$ cat src/rtl/fetch_pkg.sv
// Shared types for the instruction fetch stage: address/instruction words and the
// {pc, inst} record that travels from the fetch queue to decode.
package fetch_pkg;

    typedef logic [31:0] addr_t;
    typedef logic [31:0] inst_t;

    typedef struct packed {
        addr_t pc;
        inst_t inst;
    } fetch_entry_t;

    localparam inst_t INST_NOP = 32'h0000_0013;

    // Clears the byte-offset bits without a part-select, so every input bit is consumed.
    function automatic addr_t word_align(input addr_t a);
        return a & ~addr_t'(32'h3);
    endfunction

endpackage

$ cat src/rtl/fetch_queue.sv
// Two-entry FIFO of fetched {pc, inst} records.
// Flush empties the queue and overrides any push or pop in the same cycle.
module fetch_queue
    import fetch_pkg::*;
(
    input  logic         clk_i,
    input  logic         rst_ni,
    input  logic         flush_i,
    input  logic         push_i,
    input  fetch_entry_t push_data_i,
    input  logic         pop_i,
    output fetch_entry_t head_o,
    output logic [1:0]   count_o
);

    logic [1:0]   count_q, count_d;
    logic         wr_ptr_q, wr_ptr_d;
    logic         rd_ptr_q, rd_ptr_d;
    fetch_entry_t mem_q [2];

    // The upstream issue check keeps push from landing in a full queue;
    // pop is only asserted while the queue is non-empty.
    always_comb begin
        count_d  = count_q;
        wr_ptr_d = wr_ptr_q;
        rd_ptr_d = rd_ptr_q;
        if (flush_i) begin
            count_d  = 2'd0;
            wr_ptr_d = 1'b0;
            rd_ptr_d = 1'b0;
        end else begin
            if (push_i) wr_ptr_d = ~wr_ptr_q;
            if (pop_i)  rd_ptr_d = ~rd_ptr_q;
            count_d = count_q + {1'b0, push_i} - {1'b0, pop_i};
        end
    end

    always_ff @(posedge clk_i) begin
        if (!rst_ni) begin
            count_q  <= 2'd0;
            wr_ptr_q <= 1'b0;
            rd_ptr_q <= 1'b0;
        end else begin
            count_q  <= count_d;
            wr_ptr_q <= wr_ptr_d;
            rd_ptr_q <= rd_ptr_d;
            if (push_i && !flush_i) begin
                mem_q[wr_ptr_q] <= push_data_i;
            end
        end
    end

    assign head_o  = (count_q != 2'd0) ? mem_q[rd_ptr_q] : '0;
    assign count_o = count_q;

endmodule

$ cat src/rtl/ifetch_unit.sv
// Fetch stage: owns the PC, drives the sync-read instruction ROM, tags in-flight
// requests and buffers returned words for decode over a valid/ready handshake.
module ifetch_unit
    import fetch_pkg::*;
#(
    parameter addr_t RESET_PC = 32'h0000_0000,
    parameter int    QDEPTH   = 2
) (
    input  logic  CLK,
    input  logic  RST_N,
    output addr_t imem_addr,
    input  inst_t imem_rdata,
    input  logic  redirect_valid,
    input  addr_t redirect_pc,
    output logic  out_valid,
    input  logic  out_ready,
    output addr_t out_pc,
    output inst_t out_inst
);

    localparam logic [2:0] QDEPTH_L = 3'(QDEPTH);

    addr_t        pc_q, pc_d;
    logic         f2_valid_q, f2_valid_d;
    addr_t        f2_pc_q, f2_pc_d;

    logic         redirect;
    addr_t        target;
    logic         pop;
    logic         issue;
    logic [2:0]   occ;
    logic [1:0]   q_count;
    fetch_entry_t q_head;
    fetch_entry_t q_push_data;

    assign redirect = redirect_valid & RST_N;
    assign target   = word_align(redirect_pc);

    assign out_valid = (q_count != 2'd0) & ~redirect & RST_N;
    assign pop       = out_valid & out_ready;

    // Only issue when a queue slot is guaranteed to be free by the time the word returns.
    assign occ   = {1'b0, q_count} + {2'b00, f2_valid_q};
    assign issue = (occ - {2'b00, pop}) < QDEPTH_L;

    assign imem_addr = redirect ? target : pc_q;

    always_comb begin
        pc_d       = pc_q;
        f2_valid_d = issue;
        f2_pc_d    = f2_pc_q;
        if (redirect) begin
            f2_valid_d = 1'b1;
            f2_pc_d    = target;
            pc_d       = target + 32'd4;
        end else if (issue) begin
            f2_pc_d = pc_q;
            pc_d    = pc_q + 32'd4;
        end
    end

    always_ff @(posedge CLK) begin
        if (!RST_N) begin
            pc_q       <= RESET_PC;
            f2_valid_q <= 1'b0;
            f2_pc_q    <= RESET_PC;
        end else begin
            pc_q       <= pc_d;
            f2_valid_q <= f2_valid_d;
            f2_pc_q    <= f2_pc_d;
        end
    end

    // A redirect flushes the queue, which also drops the word returning this cycle.
    assign q_push_data = '{pc: f2_pc_q, inst: imem_rdata};

    fetch_queue u_queue (
        .clk_i       (CLK),
        .rst_ni      (RST_N),
        .flush_i     (redirect),
        .push_i      (f2_valid_q),
        .push_data_i (q_push_data),
        .pop_i       (pop),
        .head_o      (q_head),
        .count_o     (q_count)
    );

    assign out_pc   = q_head.pc;
    assign out_inst = q_head.inst;

endmodule
$ cat config.mk
export PLATFORM = sky130hd
export DESIGN_NAME = ifetch_unit
export DESIGN_NICKNAME = d
export VERILOG_FILES = /design/src/rtl/fetch_pkg.sv /design/src/rtl/fetch_queue.sv /design/src/rtl/ifetch_unit.sv
export SDC_FILE = /design/constraint.sdc
export NUM_CORES = 1
export LEC_CHECK = 0
export CAP_MARGIN = 10
export CELL_PAD_IN_SITES_DETAIL_PLACEMENT = 0
export CELL_PAD_IN_SITES_GLOBAL_PLACEMENT = 1
export CORE_MARGIN = 2
export CORE_UTILIZATION = 41
export CTS_CLUSTER_SIZE = 28
export DETAILED_ROUTE_END_ITERATION = 8
export PLACE_DENSITY_LB_ADDON = 0.1
export SKIP_CTS_REPAIR_TIMING = 1
export SYNTH_ARGS = -nofsm -noshare
export SYNTH_HDL_FRONTEND = slang
export SYNTH_SLANG_ARGS = --single-unit
$ cat constraint.sdc
create_clock -name CLK -period 6.2 [get_ports CLK]
set_clock_uncertainty 0.2 [all_clocks]
set_input_delay 1.24 -clock CLK [delete_from_list [all_inputs] [get_ports CLK]]
set_output_delay 1.24 -clock CLK [all_outputs]
set_load 0.02 [all_outputs]
==> metrics.yaml <==
run_status:
  status: "finished, final reports clean"
cells_and_area:
  layout_fillers: 1770
  num_antenna_cells: 0
  design_area_sq_um: 10800
  num-nets-final: 959
  area.growth.synth_to_final_pct: 28.6
  post_route_cells_drive_above_1_share_pct: 7.11
  layout.core_utilization_pct: 53.5
floorplanning:
  core.rowCount: 52
  die_h_microns: 147
  die-width_microns: 147
  floorplan.initialDensity_pct: 41.6
  boundaryPins: 165
  core_sq_um: 20200
  fp.dieArea_sq_um: 21600
global_routing:
  number_of_antenna_violations_at_the_first_check_in_global_routing: 0
  all_layer_global_routing_usage_pct: 18.5
  first_global_vias: 5902
  global_route_wire_length_before_repair_microns: 31600
  grt_max_degree: 64
  gr-total-overflow: 0
placement:
  area_post_placement_sq_um: 10200
  dp_hpwl_microns: 13400
  detailedPlace.worstSlack_ns: 0.940
  place.gp.congestion: 0.780
  io_buffer_count: 158
yosys:
  syn_area_sq_um: 8390
  synth.largest_area_cell: "sky130_fd_sc_hd__edfxtp_1"
  ys_ff_latch: 190
  synthDistinctLibCells: 53
  synth_enable_flop_cells: 124
  asyncSetResetFlopFracSynth_pct: 0
  synth_top_cell_area_share_pct: 44.4
  syn-mean-instance-area_sq_um: 11.3
  post_synth_inst_count: 743
  yosysWarnings: 0
  synth_top_cells_by_area: "sky130_fd_sc_hd__edfxtp_1, sky130_fd_sc_hd__dfxtp_1, sky130_fd_sc_hd__mux2i_1"
  seq_area_frac_synth_pct: 60.1
  top_reg_cell_synth: "sky130_fd_sc_hd__edfxtp_1"
timing:
  hold_viol: 0
  grt_setup_unrepaired: "false"
  postLayoutSetupSlackWorst_ns: 0.971
  timing.max_slew.rel_slack_pct: 26.5
  min_period_over_period_pct: 84.3
  achievable-frequency_ghz: 0.191
  tns_ns: 0
  finalMaxSlewViolations: 0
  setup-violations-final: 0
  worst_pin_slew_ns: 1.10
  timing.final.crit_period_ns: 5.23
drt:
  ant_nets: 0
  drc: 0
  detail_route.iter0.violations: 365
  drt-pass1-iter-count: 5
  routed_wirelength_microns: 20100
  routed-via-count: 6131
  avgViaCountPerCell: 5.24
  avgRoutedWirePerCell_microns: 17.1
worst_setup_path:
  crit_required_ns: 4.76
  worstSetupEndpointType: "output port"
  cell_by_cell_listing_of_the_critical_path: "clkdlybuf4s50_1 -> and2_2 -> buf_4 -> mux2i_1 -> inv_1 -> clkdlybuf4s50_1"
  worst_ep_arrival_time_ns: 3.79
  timing_worst_setup_path_type: "in2out"
  critical-path-top-delay-family: "buffers and inverters"
  worst_setup_path_start_kind: "input pin"
  crit_path_top_delay_cell: "sky130_fd_sc_hd__clkdlybuf4s50_1"
  path_max_fanout: 25
  worst_path_most_repeated_cell: "sky130_fd_sc_hd__clkdlybuf4s50_1"
  timing.critical_path.buf_inv: 4
  max_stage_delay_ns: 0.56
run:
  timing.max_cap.violations: 0
cts:
  cts-buffers-inserted: 17
  clkTransAtPathRegs_ns: 0.06
  clk_latency_ns: 0.42
  tritoncts: "built"
  htree_num_levels: 4
  root_buffer: "sky130_fd_sc_hd__clkbuf_16"
  max-clock-path-buffers: 2
  numClockSinks: 190
min_path:
  hold_class: "reg2reg"
power:
  worst_ir_drop_on_vdd_v: 0.000184
  power_density_nw_per_um2: 276
  static-leakage-power_uw: 0.00369
cells in the final DEF, fill, tap and decap left out, drive strengths merged, types with 17 or more instances in the layout:
| cell | Yosys | final |
|---|---|---|
| nand2 | 55 | 55 |
| clkdlybuf4s50 | 0 | 157 |
| clkbuf | 21 | 22 |
| nand3 | 29 | 29 |
| nor2 | 123 | 123 |
| mux2i | 85 | 85 |
| nand4 | 29 | 29 |
| a211oi | 25 | 25 |
| o21ai | 23 | 23 |
| buf | 31 | 17 |
| dfxtp | 66 | 66 |
| edfxtp | 124 | 124 |
| inv | 29 | 31 |
report_power, final:
part | switching (uW) | internal, uW | total (uW)
Sequential | 45.4 | 1420 | 1470
Clock | 457 | 606 | 1060
Combinational | 257 | 190 | 447
Total | 759 | 2220 | 2980
routing by layer:
metal / track usage (%) / wire length [microns]
met1: 26.7 / 9440
met2: 27.8 / 8920
met5: 0 / 0
met4: 6.20 / 311
met3: 4.13 / 1380
through the flow:
step | instances | total power, uW | hold WS (ns)
after floorplan | 746 | 1740 | 0.220
after global placement | 1138 | 1930 | 0.236
after detailed placement | 1138 | 1940 | 0.241
after CTS | 1170 | 3010 | 0.256
after global routing | 1170 | 3090 | 0.265
final | 1170 | 2980 | 0.253
worst paths after layout:
check                     start                    to  slack (ns)  cells past startpoint
max reg2reg  u_queue.count_o[1]               pc_q[6]        2.11                     15
min                 f2_pc_q[14]  u_queue.mem_q[1][46]        0.25                      0
max              redirect_valid         imem_addr[11]        0.97                      6
min reg2reg         f2_pc_q[14]  u_queue.mem_q[1][46]        0.25                      0
synthesized netlist by cell type, types with 3 or more instances:
library cell,n
sky130_fd_sc_hd__buf_6,4
sky130_fd_sc_hd__a311o_1,5
sky130_fd_sc_hd__inv_1,29
sky130_fd_sc_hd__mux2i_1,85
sky130_fd_sc_hd__nor4_1,7
sky130_fd_sc_hd__nand4_1,28
sky130_fd_sc_hd__and2_1,5
sky130_fd_sc_hd__nand3_1,29
sky130_fd_sc_hd__buf_4,5
sky130_fd_sc_hd__nor2_1,123
sky130_fd_sc_hd__a2111oi_0,5
sky130_fd_sc_hd__ha_1,3
sky130_fd_sc_hd__xnor2_1,14
sky130_fd_sc_hd__edfxtp_1,124
sky130_fd_sc_hd__and3_1,6
sky130_fd_sc_hd__buf_2,7
sky130_fd_sc_hd__buf_1,15
sky130_fd_sc_hd__dfxtp_1,66
sky130_fd_sc_hd__nand2_1,55
sky130_fd_sc_hd__o22ai_1,3
sky130_fd_sc_hd__a21oi_1,10
sky130_fd_sc_hd__o21ai_0,17
sky130_fd_sc_hd__a31oi_1,3
sky130_fd_sc_hd__nor3_1,8
sky130_fd_sc_hd__mux2_2,4
sky130_fd_sc_hd__clkbuf_1,21
sky130_fd_sc_hd__o221ai_1,3
sky130_fd_sc_hd__o21ai_1,5
sky130_fd_sc_hd__a211oi_1,25
sequential cells by signal, indices dropped and copies added (netlist names), named ones only:
name,flops
pc_q,30
f2_valid_q,1
f2_pc_q,30
u_queue.mem_q,124
u_queue.wr_ptr_q,1
u_queue.rd_ptr_q,1
u_queue.count_o,2
cells by family (layout without fill, tap and decap cells):
group                    after synthesis  count (layout)  synth area share, %
multiplexers                          89              89                 10.7
buffers and inverters                 81             235                 4.31
flip-flops                           190             190                 60.1
adder cells (fa/ha/maj)                4               4                0.686
XOR/XNOR                              14              14                 1.46
AND/OR/NAND/NOR                      274             274                 15.2
AO/OA/AOI/OAI                         90              90                 7.53
other                                  1               4               0.0447
final cells by class:
class	count	area, sq um	area share [%]
sequential	190	5050	46.8
multi-input combinational	475	3030	28.1
timing repair buffer	174	1700	15.7
clock buffer	22	454	4.21
tap	270	338	3.13
clock inverter	10	115	1.07
inverter	29	109	1.01
(Power assumes the default switching activity.)
